===== config.mk =====
export PLATFORM = sky130hd
export DESIGN_NAME = multicycle_control_unit
export DESIGN_NICKNAME = d
export VERILOG_FILES = /design/src/rtl/multicycle_control_unit.sv
export SDC_FILE = /design/constraint.sdc
export NUM_CORES = 1
export LEC_CHECK = 0
export BUFFER_PORTS_ARGS = -buffer_cell sky130_fd_sc_hd__buf_2
export CORE_UTILIZATION = 37
export DETAILED_ROUTE_END_ITERATION = 7
export GPL_ROUTABILITY_DRIVEN = 1
export REMOVE_ABC_BUFFERS = 1
export SYNTH_ARGS = -nofsm -noshare
export SYNTH_HDL_FRONTEND = slang
export SYNTH_SLANG_ARGS = --single-unit

===== constraint.sdc =====
create_clock -name clk -period 7.1 [get_ports clk]
set_clock_uncertainty 0.1 [all_clocks]
set_input_delay 0 -clock clk [delete_from_list [all_inputs] [get_ports clk]]
set_output_delay 0 -clock clk [all_outputs]
set_load 0.03 [all_outputs]

===== src/rtl/multicycle_control_unit.sv =====
// Multicycle RISC-V control FSM: sequences fetch/decode/execute/memory/writeback,
// stretches memory states on mem_ready, counts retired instructions, flags faults.
module multicycle_control_unit #(
  parameter int unsigned TIMEOUT_CYCLES = 16,
  parameter int unsigned INSTR_CNT_W    = 32
) (
  input  logic                   clk,
  input  logic                   arst_n,
  input  logic                   enable,
  input  logic [6:0]             opcode,
  input  logic                   mem_ready,
  output logic [3:0]             state,
  output logic                   pc_write,
  output logic                   branch,
  output logic                   jump,
  output logic                   ir_write,
  output logic                   i_or_d,
  output logic                   mem_read,
  output logic                   mem_write,
  output logic                   alu_src_a,
  output logic [1:0]             alu_src_b,
  output logic [1:0]             alu_op,
  output logic                   mem_2_reg,
  output logic                   reg_write,
  output logic                   error,
  output logic [INSTR_CNT_W-1:0] instr_count
);

  localparam int unsigned TO_W = (TIMEOUT_CYCLES > 1) ? $clog2(TIMEOUT_CYCLES) : 1;
  localparam bit          TO_EN = (TIMEOUT_CYCLES != 0);
  localparam logic [TO_W-1:0] TO_LAST = TO_W'(TIMEOUT_CYCLES - 1);

  localparam logic [6:0] OP_ALU_R  = 7'b0110011;
  localparam logic [6:0] OP_ALU_I  = 7'b0010011;
  localparam logic [6:0] OP_LOAD   = 7'b0000011;
  localparam logic [6:0] OP_STORE  = 7'b0100011;
  localparam logic [6:0] OP_BRANCH = 7'b1100011;
  localparam logic [6:0] OP_JUMP   = 7'b1101111;

  typedef enum logic [3:0] {
    S_IDLE     = 4'd0,
    S_FETCH    = 4'd1,
    S_DECODE   = 4'd2,
    S_MEM_ADDR = 4'd3,
    S_MEM_RD   = 4'd4,
    S_MEM_WB   = 4'd5,
    S_MEM_WR   = 4'd6,
    S_EXEC     = 4'd7,
    S_ALU_WB   = 4'd8,
    S_BRANCH   = 4'd9,
    S_JUMP     = 4'd10,
    S_ERROR    = 4'd11
  } state_e;

  typedef struct packed {
    logic       pc_write;
    logic       branch;
    logic       jump;
    logic       i_or_d;
    logic       mem_read;
    logic       mem_write;
    logic       alu_src_a;
    logic [1:0] alu_src_b;
    logic [1:0] alu_op;
    logic       mem_2_reg;
    logic       reg_write;
    logic       error;
  } ctrl_t;

  state_e                 state_q, state_d;
  logic                   is_imm_q, is_imm_d;
  logic                   is_store_q, is_store_d;
  logic [TO_W-1:0]        cnt_q, cnt_d;
  logic [INSTR_CNT_W-1:0] count_q, count_d;
  ctrl_t                  ctrl_q;
  logic                   retire;
  logic                   wait_st;
  logic                   fetch_done;

  // Moore control word for a given state; registered against the next state
  function automatic ctrl_t ctrl_for(state_e s, logic imm);
    ctrl_t c;
    c = '0;
    case (s)
      S_FETCH: begin
        c.mem_read  = 1'b1;
        c.alu_src_b = 2'b01;
      end
      S_DECODE:   c.alu_src_b = 2'b10;
      S_MEM_ADDR: begin
        c.alu_src_a = 1'b1;
        c.alu_src_b = 2'b10;
      end
      S_MEM_RD: begin
        c.i_or_d   = 1'b1;
        c.mem_read = 1'b1;
      end
      S_MEM_WB: begin
        c.reg_write = 1'b1;
        c.mem_2_reg = 1'b1;
      end
      S_MEM_WR: begin
        c.i_or_d    = 1'b1;
        c.mem_write = 1'b1;
      end
      S_EXEC: begin
        c.alu_src_a = 1'b1;
        c.alu_op    = 2'b10;
        c.alu_src_b = imm ? 2'b10 : 2'b00;
      end
      S_ALU_WB:   c.reg_write = 1'b1;
      S_BRANCH: begin
        c.alu_src_a = 1'b1;
        c.alu_op    = 2'b01;
        c.branch    = 1'b1;
      end
      S_JUMP: begin
        c.jump     = 1'b1;
        c.pc_write = 1'b1;
      end
      S_ERROR:    c.error = 1'b1;
      default:    c = '0;
    endcase
    return c;
  endfunction

  // Next-state, class flags, timeout counter and retire accounting
  always_comb begin
    state_d    = state_q;
    is_imm_d   = is_imm_q;
    is_store_d = is_store_q;
    cnt_d      = cnt_q;
    count_d    = count_q;
    retire     = 1'b0;
    wait_st    = 1'b0;
    case (state_q)
      S_IDLE:     if (enable) state_d = S_FETCH;
      S_FETCH: begin
        wait_st = 1'b1;
        if (mem_ready) state_d = S_DECODE;
      end
      S_DECODE: begin
        is_imm_d   = (opcode == OP_ALU_I);
        is_store_d = (opcode == OP_STORE);
        case (opcode)
          OP_ALU_R, OP_ALU_I: state_d = S_EXEC;
          OP_LOAD, OP_STORE:  state_d = S_MEM_ADDR;
          OP_BRANCH:          state_d = S_BRANCH;
          OP_JUMP:            state_d = S_JUMP;
          default:            state_d = S_ERROR;
        endcase
      end
      S_EXEC:     state_d = S_ALU_WB;
      S_MEM_ADDR: state_d = is_store_q ? S_MEM_WR : S_MEM_RD;
      S_MEM_RD: begin
        wait_st = 1'b1;
        if (mem_ready) state_d = S_MEM_WB;
      end
      S_MEM_WR: begin
        wait_st = 1'b1;
        retire  = mem_ready;
      end
      S_MEM_WB, S_ALU_WB, S_BRANCH, S_JUMP: retire = 1'b1;
      S_ERROR:    state_d = S_ERROR;
      default:    state_d = S_ERROR;
    endcase
    if (retire) begin
      state_d = enable ? S_FETCH : S_IDLE;
      count_d = count_q + INSTR_CNT_W'(1);
    end
    // mem_ready on the final allowed cycle still completes normally
    if (TO_EN && wait_st && !mem_ready && (cnt_q == TO_LAST)) state_d = S_ERROR;
    if (state_d != state_q) begin
      cnt_d = '0;
    end else if (wait_st && !mem_ready) begin
      cnt_d = cnt_q + TO_W'(1);
    end
  end

  always_ff @(posedge clk or negedge arst_n) begin
    if (!arst_n) begin
      state_q    <= S_IDLE;
      is_imm_q   <= 1'b0;
      is_store_q <= 1'b0;
      cnt_q      <= '0;
      count_q    <= '0;
      ctrl_q     <= '0;
    end else begin
      state_q    <= state_d;
      is_imm_q   <= is_imm_d;
      is_store_q <= is_store_d;
      cnt_q      <= cnt_d;
      count_q    <= count_d;
      ctrl_q     <= ctrl_for(state_d, is_imm_d);
    end
  end

  // IR latch and PC+4 happen only in the fetch cycle that memory completes
  assign fetch_done  = (state_q == S_FETCH) && mem_ready;
  assign ir_write    = fetch_done;
  assign pc_write    = ctrl_q.pc_write | fetch_done;
  assign state       = state_q;
  assign branch      = ctrl_q.branch;
  assign jump        = ctrl_q.jump;
  assign i_or_d      = ctrl_q.i_or_d;
  assign mem_read    = ctrl_q.mem_read;
  assign mem_write   = ctrl_q.mem_write;
  assign alu_src_a   = ctrl_q.alu_src_a;
  assign alu_src_b   = ctrl_q.alu_src_b;
  assign alu_op      = ctrl_q.alu_op;
  assign mem_2_reg   = ctrl_q.mem_2_reg;
  assign reg_write   = ctrl_q.reg_write;
  assign error       = ctrl_q.error;
  assign instr_count = count_q;

endmodule


Word level (Yosys, flattened, before mapping)
Index checks and enable logic that the tools add are counted.
- muxes and demuxes: 26
- add/sub/neg operators: 2
- reduce and logical (&&, ||, !) cells: 16
- eq/ne operators: 29
- bitwise operators: 1
- operators by type and width (operator ; count):
    adder 32 x 1 -> 32 bit (second input constant) ; 1
    equality test 4 x 3 -> 1 bit (second input constant) ; 8
    equality test 4 bit (second input constant) ; 8
    two-way mux 4 bit ; 7
    case mux 4 bit (7 select lines) ; 1
    equality test 4 x 2 -> 1 bit (second input constant) ; 4
    case mux 4 bit (4 select lines) ; 1
    equality test 7 x 6 -> 1 bit (second input constant) ; 2
    equality test 7 bit (second input constant) ; 2
    two-way mux 1 bit ; 12
    OR reduction 2 bit ; 6
    equality test 4 x 1 -> 1 bit (second input constant) ; 2
    equality test 7 x 2 -> 1 bit (second input constant) ; 1
    equality test 7 x 5 -> 1 bit (second input constant) ; 1
    case mux 2 bit (3 select lines) ; 1
    OR reduction 3 bit ; 2
    OR reduction 5 bit ; 1
    adder 4 x 1 -> 4 bit (second input constant) ; 1
    zero test 4 bit ; 1
    two-way mux 2 bit ; 2
    inequality test 4 bit ; 1
    case mux 2 bit (2 select lines) ; 1
    OR reduction 4 bit ; 1
    logical AND 1 bit ; 3
    other kinds (4) ; 4
- register bits after elaboration: 55
- output and inout port bits: 51
- input port bits: 11

Longest topological paths before layout
Gate-level depths: netlist of run 1.
- word-level depth: 9
- depth in mapped cells: 7

Worst setup path after synthesis of run 1
No wires, ideal clock.
- path type: reg-to-reg
- from: reg state_q[3] (netlist: state[3])
- to: reg cnt_q[0]
- library setup time: 0.094 ns
- cell stages (with the launch flop): 8
- period minus slack after synthesis: 2.519 ns
- path slack: 4.581 ns
- required time: 6.906 ns
- arrival: 2.325 ns
- cell sequence: dfrtp_1 buf_6 or4b_1 buf_2 nand4bb_4 a221oi_4 mux2_4 a211oi_1
- cells in the longest elaborated chain, start to end: 8
- elaborated cells on any way between the ends: 27
- those cells by class: eq/ne (11); mux (9); reduce/logical (7)
- ends and longest elaborated chain (element ; RTL line ; text):
    start: declaration ; 70 ; state_e state_q, state_d;
    start signal: assignment ; 189 ; state_q <= state_d;
    parallel branches: the longest is 8 deep, another holds case mux 4 bit (7 select lines) ; -- ;
    end signal: assignment ; 192 ; cnt_q <= cnt_d;
    end: declaration ; 73 ; logic [TO_W-1:0] cnt_q, cnt_d;
Several ways; the timed one is not identified.
A chain may end at the register's enable or synchronous reset.

Worst setup path after layout of run 1
- from: reg state_q[2] (netlist: state[2])
- to: reg ctrl_q, in the netlist alu_src_b[1]
- cells in the longest elaborated chain, start to end: 9
- elaborated cells on any way between the ends: 32
- those cells by class: eq/ne (14); mux (11); reduce/logical (7)
- ends and longest elaborated chain (element ; RTL line ; text):
    parallel branches: the longest is 8 deep, another holds case mux 4 bit (7 select lines) ; -- ;
    case mux 2 bit (3 select lines) * ; 84 ; case (s)
    end signal: assignment ; 194 ; ctrl_q <= ctrl_for(state_d, is_imm_d);
    end: declaration ; 75 ; ctrl_t ctrl_q;
Mark *: on every way between the ends.

==> metrics.txt, run 1 <==
pre-CTS WS=4.46 ns; EDFF count, synth=0; final net count=338; Worst EP arrival=2.96 ns; # DRC=0; Cell Chain, Critical Path=or4b_1, nand4bb_4, a221o_1, nand2_1, o22ai_1, dlygate4sd3_1; Design Area, Final=3300 um^2; clk slew on worst S/H paths=0.10 ns; # rows=30; final hold violations=0; Max-Cap Viols=0; Seq/Total Area, Yosys=0.494; reg-to-reg startpoint=state[2]; M1 WL=2760 um; Overall Global Routing Usage=0.163; Post-Route WL=5930 um; vias in the first global route=2,091; worst path bufs/invs=1; Final WS setup=4.23 ns; max FFs per register=32; DRT iter0 DRCs=74; Num CTS Buffers=5; CTS Hold Bufs=5; Placed Instance Area=3120 um^2; worst r2r dst=alu_src_b[1]; vias per inst=5.28; die height=88.0 um; Worst Path Max Fanout=17; Clock Path Buffers=2; WP data required=7.19 ns; crit-path max cell delay=0.68 ns; synth warn=0; CP Launch Type=flip-flop; metal2 WL=2850 um; Distinct cells, synth=52; # diodes=0; commonest cells after routing, fill and taps aside=buf_2 (61), dfrtp_1 (54), xor2_1 (23), nand2_1 (18), nor3_1 (15); Seq cells post-synth=54; Port Buffers=61; hold_sp=opcode[6]; fin. max-slew vios=0; Hold Path Class=input pin to flip-flop; layout cells sized above 1=0.252; first-pass GRT wire length=9890 um; post_cts resized=0; Synth Cell Area=2740 um^2; vias post-DR=2,228; Avg Inst Size Synth=10.5 um^2; commonest non-fill, non-tap cell in the layout=buf_2; ys flop type=dfrtp_1; clk sinks=54; VDD IR max=0.000171 V; antenna-violating nets left=0; RSZ-0062 raised after global routing=false; Rel. slew slack=0.545; Die X=88.0 um; minimum clock period after layout=2.87 ns; Post-synth ARST share=1.00; IO Pins=62; TritonCTS clock tree=yes; Fin Setup TNS=0 ns; wire length per cell=14.1 um; area grow syn2layout=20.4%; H-tree depth=2; r2r setup slk=4.23 ns; CTS root buf=clkbuf_8; actual slew at the worst max-slew pin=0.683 ns; top cell family by delay on the critical path=simple AND/OR/NAND/NOR gates; PD cells=324 nW/um^2; cells after synthesis=261; postcts setup bufs=0; CP max-delay cell=or4b_1; dpl hpwl=4260 um; r2r worst-path depth=6; worst hold path depth=3; Final Setup Violations=0; area of the core=6980 um^2; Min Hold Slack=0.0177 ns; Period Utilization, post-route=0.404; routed length on met3=257 um; initial antenna violation count=0; Clock Latency Late Sink=0.30 ns; critical setup path kind=flip-flop to flip-flop; Starting Density=0.392; Overflow after GRT=0; Final Wtd Congestion=0.835; Crit. End Element=flip-flop; Worst Hold Endpoint=is_store_q; fmax=348 MHz; largest net degree at the start of global routing=55; drt first pass iters=6; DIE AREA=7750 um^2; P_leak=1.64 nW; max layer used=met4; status=finished, final reports clean
[worst reg2reg max path, cell delays in order (launching register included)]
cell	delay, ns
dfrtp_1	0.60
or4b_1	0.69
nand4bb_4	0.30
a221o_1	0.37
nand2_1	0.08
o22ai_1	0.06
dlygate4sd3_1	0.57
[cell type report]
| class | instances | area (um^2) |
|---|---|---|
| sequential | 54 | 1350 |
| inverter | 12 | 45.0 |
| fill | 690 | 3690 |
| multi-input combinational | 184 | 1290 |
| timing repair buffer | 68 | 370 |
| clock inverter | 2 | 38.8 |
| clock buffer | 6 | 82.6 |
| tap | 96 | 120 |
[through the flow]
step	utilization	total power [mW]	std cells
after floorplan	-	0.723	250
after global placement	0.447	0.843	409
after detailed placement	0.447	0.847	409
after CTS	0.472	1.07	422
after global routing	0.472	1.14	422
final	0.472	1.07	422
[power breakdown]
part           switching (mW)  leakage [nW]  internal, mW  total (mW)
registers              0.0658         0.700         0.352       0.418
logic                   0.281         0.878         0.150       0.431
clock network           0.101        0.0618         0.116       0.218
[logic make-up after synthesis]
family	count (synthesis)	synth area share
AND/OR/NAND/NOR	107	0.231
flip-flops	54	0.494
AO/OA/AOI/OAI	37	0.105
XOR/XNOR	35	0.112
buffers and inverters	23	0.0361
multiplexers	3	0.0133
adder cells (fa/ha/maj)	2	0.00914
[cells in the mapped netlist, types with 3 or more instances]
master    number  share of area
nor4_1        14          0.032
nand3_1       13          0.024
o211ai_1       5          0.014
nand4_1        4         0.0091
and4_1         5          0.016
and2_1         4         0.0091
a21oi_1        5         0.0091
xor2_1        23          0.074
a211oi_1       5          0.014
inv_1         12          0.016
buf_2          4         0.0073
nor2_1         9          0.012
nor3_1        15          0.027
nand2_1       18          0.025
nor4b_1        3         0.0096
nand2b_1       4         0.0091
o21ai_0        5         0.0091
or2_2          3         0.0069
xnor2_1       12          0.038
dfrtp_1       54           0.49
clkbuf_1       6         0.0082
[per-layer routing]
layer,vias to the layer above,global-route usage
li1,1068,-
met1,1088,0.215
met2,65,0.273
met3,7,0.0320
met4,0,0.0425
met5,-,0
[how the worst max path moves through the flow]
| stage | from | to | slack [ns] | cells past startpoint |
|---|---|---|---|---|
| after floorplan | state[3] | instr_count[25] | 4.47 | 5 |
| after global placement | state[2] | cnt_q[3] | 4.54 | 5 |
| after detailed placement | state[2] | cnt_q[3] | 4.46 | 5 |
| after CTS | state[3] | alu_src_b[1] | 4.25 | 6 |
| after global routing | state[3] | alu_src_b[1] | 4.09 | 6 |
| final | state[2] | alu_src_b[1] | 4.23 | 6 |
(Power assumes the default switching activity.)
==> inputs of run 2 (changes only) <==
- clock period: 7.1 -> 2.4 ns (I/O delays scaled with it)
==> run 2 against run 1 <==
  * Global-route usage is 0.60 points higher
  * Non-clock buffer count is 6 higher
  * Critical path depth is 1 lower
  * Flip-flop and latch count stayed put
  * Register-to-register slack worse by 4.1 ns
  * Total power grew to 3.0 times the previous value
  * Clock power grew to 2.9 times the previous value
  * Core utilization is 0.70 points higher
  * Cell count is 1.4% higher
  * Sequential power grew to 2.7 times the previous value
  * Sequential share of layout area is 0.60 points lower
  * Critical path type unchanged
==> metrics.txt, run 2 (synthesized netlist as in run 1, its figures left out) <==
status=finished, final reports clean; sw power=1.34 mW; largest net degree at the start of global routing=55; H-tree depth=2; Num CTS Buffers=5; Levels on crit path=5; fmax=437 MHz; Worst Hold Endpoint=mem_read; top cell family by delay on the critical path=simple AND/OR/NAND/NOR gates; Overflow after GRT=0; critical setup path kind=flip-flop to flip-flop; Port Buffers=61; IO Pins=62; commonest non-fill, non-tap cell in the layout=buf_2; vias post-DR=2,242; # DRC=0; Final Wtd Congestion=0.851; Placed Instance Area=3170 um^2; commonest cells after routing, fill and taps aside=buf_2 (61), dfrtp_1 (54), xor2_1 (23), nand2_1 (18), nor3_1 (15); CP max-delay cell=or4b_1; Crit. End Element=flip-flop; Cell Count, Final, Fillers Out=428; clk sinks=54; die height=88.0 um; Comb power frac=0.443; clk slew on worst S/H paths=0.10 ns; Post-Route WL=5990 um; P_leak=1.66 nW; cell-internal power=1.83 mW; DRT iter0 DRCs=81; reg-to-reg startpoint=state[2]; Worst EP arrival=2.40 ns; Switching Fraction=0.423; Clock Latency Late Sink=0.31 ns; final hold violations=0; Final Setup Violations=0; max FFs per register=32; hold_sp=enable; placed cells=415; Design Area, Final=3340 um^2; WP data required=2.51 ns; worst path bufs/invs=0; Worst Path Max Fanout=4; Hold Path Class=input pin to flip-flop; area of the core=6980 um^2; vias in the first global route=2,208; clock share of power=0.197; actual slew at the worst max-slew pin=0.665 ns; area grow syn2layout=22.2%; PD cells=949 nW/um^2; minimum clock period after layout=2.29 ns; Die X=88.0 um; Max-Cap Viols=0; worst hold path depth=4; antenna-violating nets left=0; first-pass GRT wire length=10,200 um; Starting Density=0.392; dpl hpwl=4320 um; TritonCTS clock tree=yes; postcts setup bufs=0; # rows=30; Overall Global Routing Usage=0.169; Period Utilization, post-route=0.953; Flop pwr share=0.360; crit-path max cell delay=0.55 ns; r2r setup slk=0.11 ns; r2r worst-path depth=5; Cell Chain, Critical Path=or4b_1, nand4bb_4, a221oi_4, mux2_4, a211oi_1; DIE AREA=7750 um^2; layout cells sized above 1=0.265; wire length per cell=14.0 um; RSZ-0062 raised after global routing=false; fin. max-slew vios=0; drt first pass iters=4; initial antenna violation count=0; CP Launch Type=flip-flop; Rel. slew slack=0.557; final net count=344; vias per inst=5.24; CTS root buf=clkbuf_8; Clock Path Buffers=2; worst r2r dst=cnt_q[3]; # diodes=0; VDD IR max=0.000647 V
[run 2: cell types whose count changed in the layout (fill, tap and decap cells not counted), sizes merged]
cell | before | now
buf | 63 | 69
clkbuf | 6 | 5
clkinvlp | 0 | 1
[run 2: final cells by class]
cell class	instances	area [um^2]
Tap cell	96	120
Clock buffer	5	68.8
Inverter	12	45.0
Fill cell	669	3640
Multi-Input combinational cell	184	1290
Sequential cell	54	1350
Timing Repair Buffer	74	415
Clock inverter	3	48.8
[run 2: layer usage]
layer | part of all wire | GRT usage | up-vias
met4 | 0.016 | 0.0513 | 0
li1 | - | - | 1078
met2 | 0.48 | 0.295 | 68
met3 | 0.048 | 0.0358 | 10
met1 | 0.46 | 0.209 | 1086
met5 | 0 | 0 | -
[run 2: tightest hold or removal path, delay by kind of cell]
family,cells,cell delay (ns)
buf+inv,1,0.10
compound gates,2,0.17
simple gates,1,0.10
[run 2: timing repair]
item,4_1_cts,5_1_grt
resized for setup,0,1
endpoints found under the setup margin,0,1
hold buffers,5,0
hold endpoints to repair,57,0
[run 2: power by group through the flow]
stage	sequential, mW	combinational, mW	clock, mW
finish	1.14	1.41	0.626
global route	1.16	1.55	0.691
CTS	1.14	1.41	0.650
detailed placement	1.16	1.40	0
global placement	1.16	1.39	0
floorplan	1.45	0.684	0
[run 2: stage by stage]
stage | util | setup slack (ns) | hold slack [ns] | total power, mW | TNS, ns
3_5_place_dp | 0.454 | 0.141 | 0.0754 | 2.56 | 0
5_1_grt | 0.479 | 0.0290 | 0.0102 | 3.40 | 0
6_report | 0.479 | 0.113 | 0.00388 | 3.17 | 0
3_3_place_gp | 0.454 | 0.205 | 0.0701 | 2.55 | 0
2_1_floorplan | - | -0.227 | -0.396 | 2.14 | -4.96
4_1_cts | 0.478 | 0.118 | 0.00128 | 3.20 | 0
[run 2: worst max path at each step]
stage | from | endpoint | slack [ns]
CTS | state[2] | cnt_q[3] | 0.12
floorplan | state[3] | instr_count[25] | -0.23
detailed placement | state[2] | cnt_q[1] | 0.14
global placement | state[2] | cnt_q[3] | 0.21
finish | state[2] | cnt_q[3] | 0.11
global route | state[3] | cnt_q[3] | 0.03
==> inputs of run 3 (changes only) <==
- CORE_ASPECT_RATIO: unset -> 0.9
- CTS_CLUSTER_SIZE: unset -> 40
==> run 3 against run 2 <==
  * Design area rose by 0.11%
  * Highest routed layer unchanged
  * Hold slack improved by 0.19 ns
  * Non-clock buffer count up 2
  * Maximum frequency is 1.1% higher
  * Combinational power hardly changed
  * Largest power group unchanged
  * Cell count is 0.23% lower
==> metrics.txt, run 3 (synthesized netlist as in run 1, its figures left out) <==
fill count=703; commonest cells after routing, fill and taps aside=buf_2 (61), dfrtp_1 (54), xor2_1 (23), nand2_1 (18), nor3_1 (15); # diodes=0; CP Launch Type=flip-flop; M1 WL=3160 um; final hold violations=0; clk sinks=54; Max-Cap Viols=0; critical setup path kind=flip-flop to flip-flop; initial antenna violation count=0; routed length on met3=279 um; Final Wtd Congestion=0.810; wire length per cell=14.7 um; Clock Path Buffers=2; max FFs per register=32; vias in the first global route=2,159; status=finished, final reports clean; vias post-DR=2,210; Min Hold Slack=0.195 ns; largest net degree at the start of global routing=55; Reg area=1350 um^2; TritonCTS clock tree=yes; metal2 WL=2780 um; post_cts resized=0; die height=83.6 um; Worst EP arrival=2.38 ns; RSZ-0062 raised after global routing=false; H-tree depth=2; Hold Path Class=input pin to flip-flop; Final Setup Violations=0; max layer used=met4; Die X=92.7 um; # rows=29; Worst Path Max Fanout=4; Post-Route WL=6260 um; IO Pins=62; drt first pass iters=4; fmax=442 MHz; area occupied by multi-input gates=1290 um^2; actual slew at the worst max-slew pin=0.689 ns; VDD IR max=0.000527 V; WP data required=2.52 ns; area grow syn2layout=22.3%; P_leak=1.67 nW; final net count=346; hold_sp=opcode[0]; CTS root buf=clkbuf_8; Num CTS Buffers=5; Starting Density=0.385; dpl hpwl=4400 um; Rel. slew slack=0.540; Final WS setup=0.138 ns; # DRC=0; Clock Latency Late Sink=0.30 ns; Period Utilization, post-route=0.943; Overall Global Routing Usage=0.175; reg-to-reg startpoint=state[2]; vias per inst=5.18; antenna-violating nets left=0; area of the core=7110 um^2; DRT iter0 DRCs=168; Crit. End Element=flip-flop; Overflow after GRT=0; clk slew on worst S/H paths=0.09 ns; commonest non-fill, non-tap cell in the layout=buf_2; first-pass GRT wire length=10,800 um; pre-CTS WS=0.155 ns; layout cells sized above 1=0.260; PD cells=948 nW/um^2; DIE AREA=7750 um^2; fin. max-slew vios=0; Port Buffers=61; minimum clock period after layout=2.26 ns; Crit. Startpoint=state[2]
-- run 3: layout make-up --
cell class | instances | share of cell area
Sequential cell | 54 | 0.404
Clock buffer | 7 | 0.0228
Tap cell | 93 | 0.0348
Inverter | 12 | 0.0135
Timing Repair Buffer | 76 | 0.130
Multi-Input combinational cell | 184 | 0.386
Clock inverter | 1 | 0.00897
-- run 3: repair_timing --
action,4_1_cts,5_1_grt
buffers inserted,0,0
hold buffers,7,0
endpoints found under the hold margin,59,0
-- run 3: metrics by stage --
step                      instances  setup TNS (ns)  utilization  power (mW)  instance area (um^2)
after floorplan                 250           -4.96            -        2.14                  2680
after global routing            427               0        0.471        3.37                  3350
after detailed placement        412               0        0.446        2.58                  3170
final                           427               0        0.471        3.18                  3350
after global placement          412               0        0.446        2.56                  3170
after CTS                       427               0        0.471        3.20                  3350
-- run 3: worst max-delay path, stage by stage (launching register included) --
cell	delay, ns
dfrtp_1	0.38
or4b_1	0.54
nand4bb_4	0.28
a221oi_4	0.31
mux2_4	0.36
a211oi_1	0.20
-- run 3: per-layer routing --
metal,track usage,up-vias
met4,0.0420,0
li1,-,1085
met1,0.258,1068
met5,0,-
met3,0.0355,4
met2,0.263,53
-- run 3: worst paths after layout --
kind                                   end  slack [ns]  cells past startpoint
max                               cnt_q[2]        0.14                      5
min                           alu_src_b[1]        0.19                      4
max reg2reg                       cnt_q[2]        0.14                      5
min reg2reg                instr_count[31]        0.38                      1
max in group asynchronous  instr_count[10]        1.50                      3
min in group asynchronous        reg_write        0.25                      3
-- run 3: power breakdown --
part           internal (mW)  switching [mW]
Combinational          0.471           0.947
Sequential              1.04           0.106
Clock                  0.313           0.295
Total                   1.83            1.35
